`src/rtl/pc_redirect_sequencer_pkg.sv`:
```
// rtl/pc_redirect_sequencer_pkg.sv - shared encodings for the fetch PC sequencer
package pc_redirect_sequencer_pkg;

    // EX-stage branch decision encodings (3 is reserved and behaves as BC_SEQ)
    localparam logic [1:0] BC_SEQ = 2'd0;
    localparam logic [1:0] BC_IMM = 2'd1;
    localparam logic [1:0] BC_ALU = 2'd2;

    localparam logic [31:0] RESET_PC_DEFAULT = 32'h0000_0000;

    // Control-flow opcodes, shared with the branch/jump decode logic
    localparam logic [6:0] OPC_BRANCH = 7'b1100011;
    localparam logic [6:0] OPC_JAL    = 7'b1101111;
    localparam logic [6:0] OPC_JALR   = 7'b1100111;

    typedef enum logic {
        RUN   = 1'b0,
        FAULT = 1'b1
    } seq_state_t;

endpackage

```
`src/rtl/pc_redirect_sequencer_target_gen.sv`:
```
// rtl/pc_redirect_sequencer_target_gen.sv - redirect target selection and alignment check
module pc_target_gen
    import pc_redirect_sequencer_pkg::*;
#(
    parameter int XLEN = 32
) (
    input  logic [1:0]      branch_ctrl,
    input  logic [XLEN-1:0] ex_pc,
    input  logic [XLEN-1:0] ex_imm,
    input  logic [XLEN-1:0] alu_result,
    output logic            is_ctrl,
    output logic [XLEN-1:0] target,
    output logic            misaligned
);

    // Pick the target for the decision; JALR targets drop bit 0 before use
    always_comb begin
        is_ctrl = 1'b0;
        target  = '0;
        case (branch_ctrl)
            BC_IMM: begin
                is_ctrl = 1'b1;
                target  = ex_pc + ex_imm;
            end
            BC_ALU: begin
                is_ctrl = 1'b1;
                target  = alu_result & ~XLEN'(1);
            end
            default: begin
                is_ctrl = 1'b0;
                target  = '0;
            end
        endcase
        misaligned = target[1];
    end

endmodule

```
`src/rtl/pc_redirect_sequencer.sv`:
```
// rtl/pc_redirect_sequencer.sv - fetch PC owner with redirect, stall, flush and fault control
module pc_redirect_sequencer
    import pc_redirect_sequencer_pkg::*;
#(
    parameter int          XLEN     = 32,
    parameter logic [31:0] RESET_PC = RESET_PC_DEFAULT,
    parameter int          CNT_W    = 16
) (
    input  logic             clk,
    input  logic             rst,
    input  logic [1:0]       branch_ctrl,
    input  logic             ex_valid,
    input  logic [XLEN-1:0]  ex_pc,
    input  logic [XLEN-1:0]  ex_imm,
    input  logic [XLEN-1:0]  alu_result,
    input  logic             load_use_stall,
    input  logic             imem_ready,
    output logic             imem_req,
    output logic [XLEN-1:0]  pc_out,
    output logic             if_valid,
    output logic             stall_if,
    output logic             flush_if_id,
    output logic             flush_id_ex,
    output logic             misaligned_fault,
    output logic [XLEN-1:0]  fault_addr,
    output logic [CNT_W-1:0] redirect_count
);

    seq_state_t       state_q, state_d;
    logic [XLEN-1:0]  pc_q, pc_d;
    logic             fault_q, fault_d;
    logic [XLEN-1:0]  fault_addr_q, fault_addr_d;
    logic [CNT_W-1:0] cnt_q, cnt_d;

    logic             is_ctrl;
    logic             misaligned;
    logic [XLEN-1:0]  target;
    logic             redirect;

    pc_target_gen #(.XLEN(XLEN)) u_target_gen (
        .branch_ctrl (branch_ctrl),
        .ex_pc       (ex_pc),
        .ex_imm      (ex_imm),
        .alu_result  (alu_result),
        .is_ctrl     (is_ctrl),
        .target      (target),
        .misaligned  (misaligned)
    );

    assign redirect = ex_valid && is_ctrl && (state_q == RUN);

    // Next-state and pipeline controls; a redirect overrides stalls and memory waits
    always_comb begin
        state_d      = state_q;
        pc_d         = pc_q;
        fault_d      = fault_q;
        fault_addr_d = fault_addr_q;
        cnt_d        = cnt_q;
        imem_req     = 1'b0;
        if_valid     = 1'b0;
        stall_if     = 1'b0;
        flush_if_id  = 1'b0;
        flush_id_ex  = 1'b0;
        case (state_q)
            RUN: begin
                if (redirect) begin
                    flush_if_id = 1'b1;
                    flush_id_ex = 1'b1;
                    if (misaligned) begin
                        state_d      = FAULT;
                        fault_d      = 1'b1;
                        fault_addr_d = target;
                    end else begin
                        pc_d  = target;
                        cnt_d = cnt_q + CNT_W'(1);
                    end
                end else begin
                    imem_req = 1'b1;
                    if (load_use_stall) begin
                        stall_if = 1'b1;
                    end else if (imem_ready) begin
                        pc_d     = pc_q + XLEN'(4);
                        if_valid = 1'b1;
                    end else begin
                        stall_if = 1'b1;
                    end
                end
            end
            FAULT: begin
                flush_if_id = 1'b1;
                flush_id_ex = 1'b1;
            end
            default: begin
                state_d = RUN;
            end
        endcase
        // Reset cycle drives every combinational control low
        if (rst) begin
            imem_req    = 1'b0;
            if_valid    = 1'b0;
            stall_if    = 1'b0;
            flush_if_id = 1'b0;
            flush_id_ex = 1'b0;
        end
    end

    // State, PC, fault and counter registers
    always_ff @(posedge clk) begin
        if (rst) begin
            state_q      <= RUN;
            pc_q         <= XLEN'(RESET_PC);
            fault_q      <= 1'b0;
            fault_addr_q <= '0;
            cnt_q        <= '0;
        end else begin
            state_q      <= state_d;
            pc_q         <= pc_d;
            fault_q      <= fault_d;
            fault_addr_q <= fault_addr_d;
            cnt_q        <= cnt_d;
        end
    end

    assign pc_out           = pc_q;
    assign misaligned_fault = fault_q;
    assign fault_addr       = fault_addr_q;
    assign redirect_count   = cnt_q;

endmodule

```
`config.mk`:
```
export PLATFORM = sky130hd
export DESIGN_NAME = pc_redirect_sequencer
export DESIGN_NICKNAME = d
export VERILOG_FILES = /design/src/rtl/pc_redirect_sequencer_pkg.sv /design/src/rtl/pc_redirect_sequencer_target_gen.sv /design/src/rtl/pc_redirect_sequencer.sv
export SDC_FILE = /design/constraint.sdc
export NUM_CORES = 1
export LEC_CHECK = 0
export CORE_MARGIN = 1.5
export CORE_UTILIZATION = 48
export CTS_CLUSTER_SIZE = 30
export DETAILED_ROUTE_END_ITERATION = 8
export PLACE_DENSITY = 0.84
export REMOVE_ABC_BUFFERS = 1
export SLEW_MARGIN = 10
export SYNTH_ARGS = -nofsm -noshare
export SYNTH_HDL_FRONTEND = slang
export SYNTH_HIERARCHICAL = 1
export SYNTH_SLANG_ARGS = --single-unit
```
`constraint.sdc`:
```
create_clock -name clk -period 3.9 [get_ports clk]
set_input_delay 0.39 -clock clk [delete_from_list [all_inputs] [get_ports clk]]
set_output_delay 0.39 -clock clk [all_outputs]
set_load 0.05 [all_outputs]
```
==> key figures <==
Run status
  – Status: finished, final reports clean

Worst setup path
  – R2R Setup Slk: 1.46 ns
  – Critical path class: in -> reg
  – Worst Path Buf+Inv: 1
  – CP endpoint kind: register
  – Crit path max fanout: 4
  – Critical Path RT: 4.17 ns
  – Top delay family on crit path: simple AND/OR/NAND/NOR gates
  – Crit start category: input pin
  – Crit-path max cell delay: 0.43 ns
  – Crit path DAT: 3.66 ns
  – Worst-path cell chain: clkdlybuf4s50_1 -> ha_1 -> a211oi_1 -> o21ai_2 -> nor3_1 -> nor3_1 -> nor2_1 -> o21ai_0 -> xnor2_1 -> o21ai_0 -> nand2_1 -> nor3_1 -> a21oi_1 -> o211ai_1
  – Crit-path slowest cell: clkdlybuf4s50_1
  – Crit-path most repeated cell: nor3_1

Timing
  – Final Max Tran Viols: 0
  – Relative slew slack: 27.9%
  – Skew final: 0.00954 ns
  – Final hold vios: 0
  – RSZ-0062 raised after global routing: false
  – Slew @ Worst Pin: 1.08 ns
  – Total negative setup slack: 0 ns
  – Peak Freq: 295 MHz
  – Final Setup Violations: 0
  – Final Critical Period: 3.39 ns
  – Final period utilization: 86.8%

CTS
  – Hold buffer count at cts: 0
  – Clock Pin Slew Worst Setup and Hold Paths: 0.06 ns
  – Cts repair resizes: 0
  – Setup Fix Bufs, Post-CTS: 0
  – CTS tree: built
  – Clock latency at the later pin of the worst-skew pair: 0.35 ns
  – Sink Count: 82
  – H-tree levels: 3
  – CTS Buf Count: 9
  – Largest buffer count on any clock path: 2
  – Root buffer cell: clkbuf_16

Cells and area
  – Fillers: 1,064
  – Cell Count, Final, Fillers Out: 1,186
  – Area delta synth->final: 37.2%
  – ANT cells: 0
  – Nets@finish: 1,153
  – Share of cells above drive strength 1: 5.60%

Global route
  – First-pass GRT wire length: 30,100 µm
  – Largest net degree at the start of global routing: 81
  – Via count of the first global-routing pass: 6,088
  – Total Routing Usage GR: 28.1%
  – Total gr overflow: 0
  – Initial antenna violation count: 0

Floorplanning
  – FP Rows: 40
  – Die Ht: 116 µm
  – Core ar.: 12,200 µm²
  – Die area: 13,400 µm²
  – # IOs: 189
  – Starting Density: 49.9%
  – Die Wd: 116 µm

Placed design
  – Final GP Congestion: 0.939
  – DPL Wire Length: 14,500 µm
  – Dpl cells: 1,171
  – Port Buf Inserts: 187

Detailed routing
  – Drt drc: 0
  – Via count: 6,856
  – DRT iter0 DRCs: 575
  – Final WL: 19,100 µm
  – Vias/cell: 5.78
  – Pre-Repair DR Iteration Count: 5
  – DR WL/cell: 16.1 µm
  – Antenna violation net count after detailed routing: 0

Logic synthesis
  – Yosys Warn Count: 6
  – Synthesis-stage register bit count: 82
  – Ys flop type: dfxtp_1
  – Post-Synthesis Cells: 850
  – Ys async rst share: 0%
  – Sequential element share of the synthesized area: 26.9%
  – EDFF count, synth: 0
  – Post-Syn Area: 6090 µm²
  – Yosys cell types: 72
  – Mean Syn Cell Area: 7.17 µm²

Worst hold path
  – Hold Path Class: reg -> reg

Pwr
  – Leak Pwr: 2.93 nW
  – Max IR drop VDD: 0.210 mV
  – Pwr/cell area: 299 nW/µm²

Job
  – Max Cap Violations: 0
cell families (layout without fill, tap and decap cells):
group | Yosys count | in the layout | share of synthesized area, %
buffers and inverters | 78 | 246 | 5.75
multiplexers | 7 | 7 | 1.17
flip-flops | 82 | 82 | 26.9
AND/OR/NAND/NOR | 367 | 367 | 28.7
AO/OA/AOI/OAI | 238 | 238 | 23.9
XOR/XNOR | 42 | 42 | 6.04
adder cells (fa/ha/maj) | 36 | 36 | 7.51
metrics by stage:
stage                     hold slack [ns]  instance area, µm²  utilization, %  total power (W)  setup slack (ns)
after CTS                           0.455                8360            68.5          0.00249             0.592
after detailed placement            0.446                8070            66.1          0.00165             0.242
final                               0.453                8360            68.5          0.00250             0.514
after global routing                0.471                8360            68.5          0.00260             0.286
after floorplan                     0.459                5830               -          0.00136             0.687
after global placement              0.441                8070            66.1          0.00164             0.271
synthesized netlist by cell type (6+ instances only):
master | count | area, µm²
nand2_1 | 155 | 582
a21oi_1 | 96 | 480
dfxtp_1 | 82 | 1640
nor2_1 | 76 | 285
o21ai_0 | 50 | 250
clkbuf_1 | 43 | 161
ha_1 | 35 | 438
inv_1 | 24 | 90.1
xnor2_1 | 24 | 210
nand3_1 | 23 | 115
nand4_1 | 22 | 138
nor3_1 | 18 | 90.1
xor2_1 | 18 | 158
a22oi_1 | 13 | 97.6
o211ai_1 | 13 | 97.6
nor4_1 | 10 | 62.6
nor2b_1 | 8 | 50.1
or4_1 | 8 | 60.1
a31oi_1 | 7 | 43.8
and2_1 | 6 | 37.5
mux2i_1 | 6 | 60.1
nand2b_1 | 6 | 37.5
state kept, by name (all words and copies together) (netlist names):
signal,count
fault_addr,32
misaligned_fault,1
pc_out,32
redirect_count,16
state_q,1
final cells by class:
| type | instances | area [µm²] | area share, % |
|---|---|---|---|
| flip-flops and latches | 82 | 1640 | 19.6 |
| clock inverters | 6 | 66.3 | 0.793 |
| multi-input cells | 690 | 4100 | 49.1 |
| well taps | 168 | 210 | 2.51 |
| repair buffers | 207 | 2030 | 24.2 |
| clock buffers | 9 | 225 | 2.69 |
| inverters | 24 | 90.1 | 1.08 |
cells in the final DEF, fill, tap and decap left out, types with 20 or more instances in the layout:
| cell | count |
|---|---|
| ha_1 | 35 |
| nand4_1 | 22 |
| clkdlybuf4s50_1 | 185 |
| a21oi_1 | 96 |
| inv_1 | 24 |
| nor2_1 | 76 |
| xnor2_1 | 24 |
| o21ai_0 | 50 |
| buf_4 | 20 |
| dfxtp_1 | 82 |
| nand3_1 | 23 |
| nand2_1 | 155 |
path summary, 6_finish.rpt:
check / from / end / cells past startpoint
max reg2reg: pc_out[2] / pc_out[26] / 6
max: ex_pc[1] / pc_out[27] / 14
min: fault_addr[17] / fault_addr[17] / 2
min reg2reg: fault_addr[17] / fault_addr[17] / 2
worst reg2reg max path: cells and delay by family, from the launching register on:
kind / cells / cell delay, ns
fa+ha+maj: 1 / 0.25
flops: 1 / 0.44
simple gates: 5 / 1.69
power by group:
group          leakage (nW)  internal [W]  total [W]  switching, W
clock                 0.146      0.000494   0.000854      0.000360
combinational          2.13      0.000326   0.000763      0.000437
sequential            0.662      0.000858   0.000886     0.0000276
total                  2.93       0.00168    0.00250      0.000825
metal layers:
metal / vias up / routed length [µm] / track usage [%] / part of all wire (%)
met4: 0 / 648 / 12.1 / 3.4
met3: 43 / 1370 / 3.03 / 7.2
met1: 3121 / 8030 / 37.7 / 42
met2: 320 / 9020 / 46.1 / 47
met5: - / 0 / 0 / 0
li1: 3372 / - / - / -
Power figures use the tool's default switching activity.
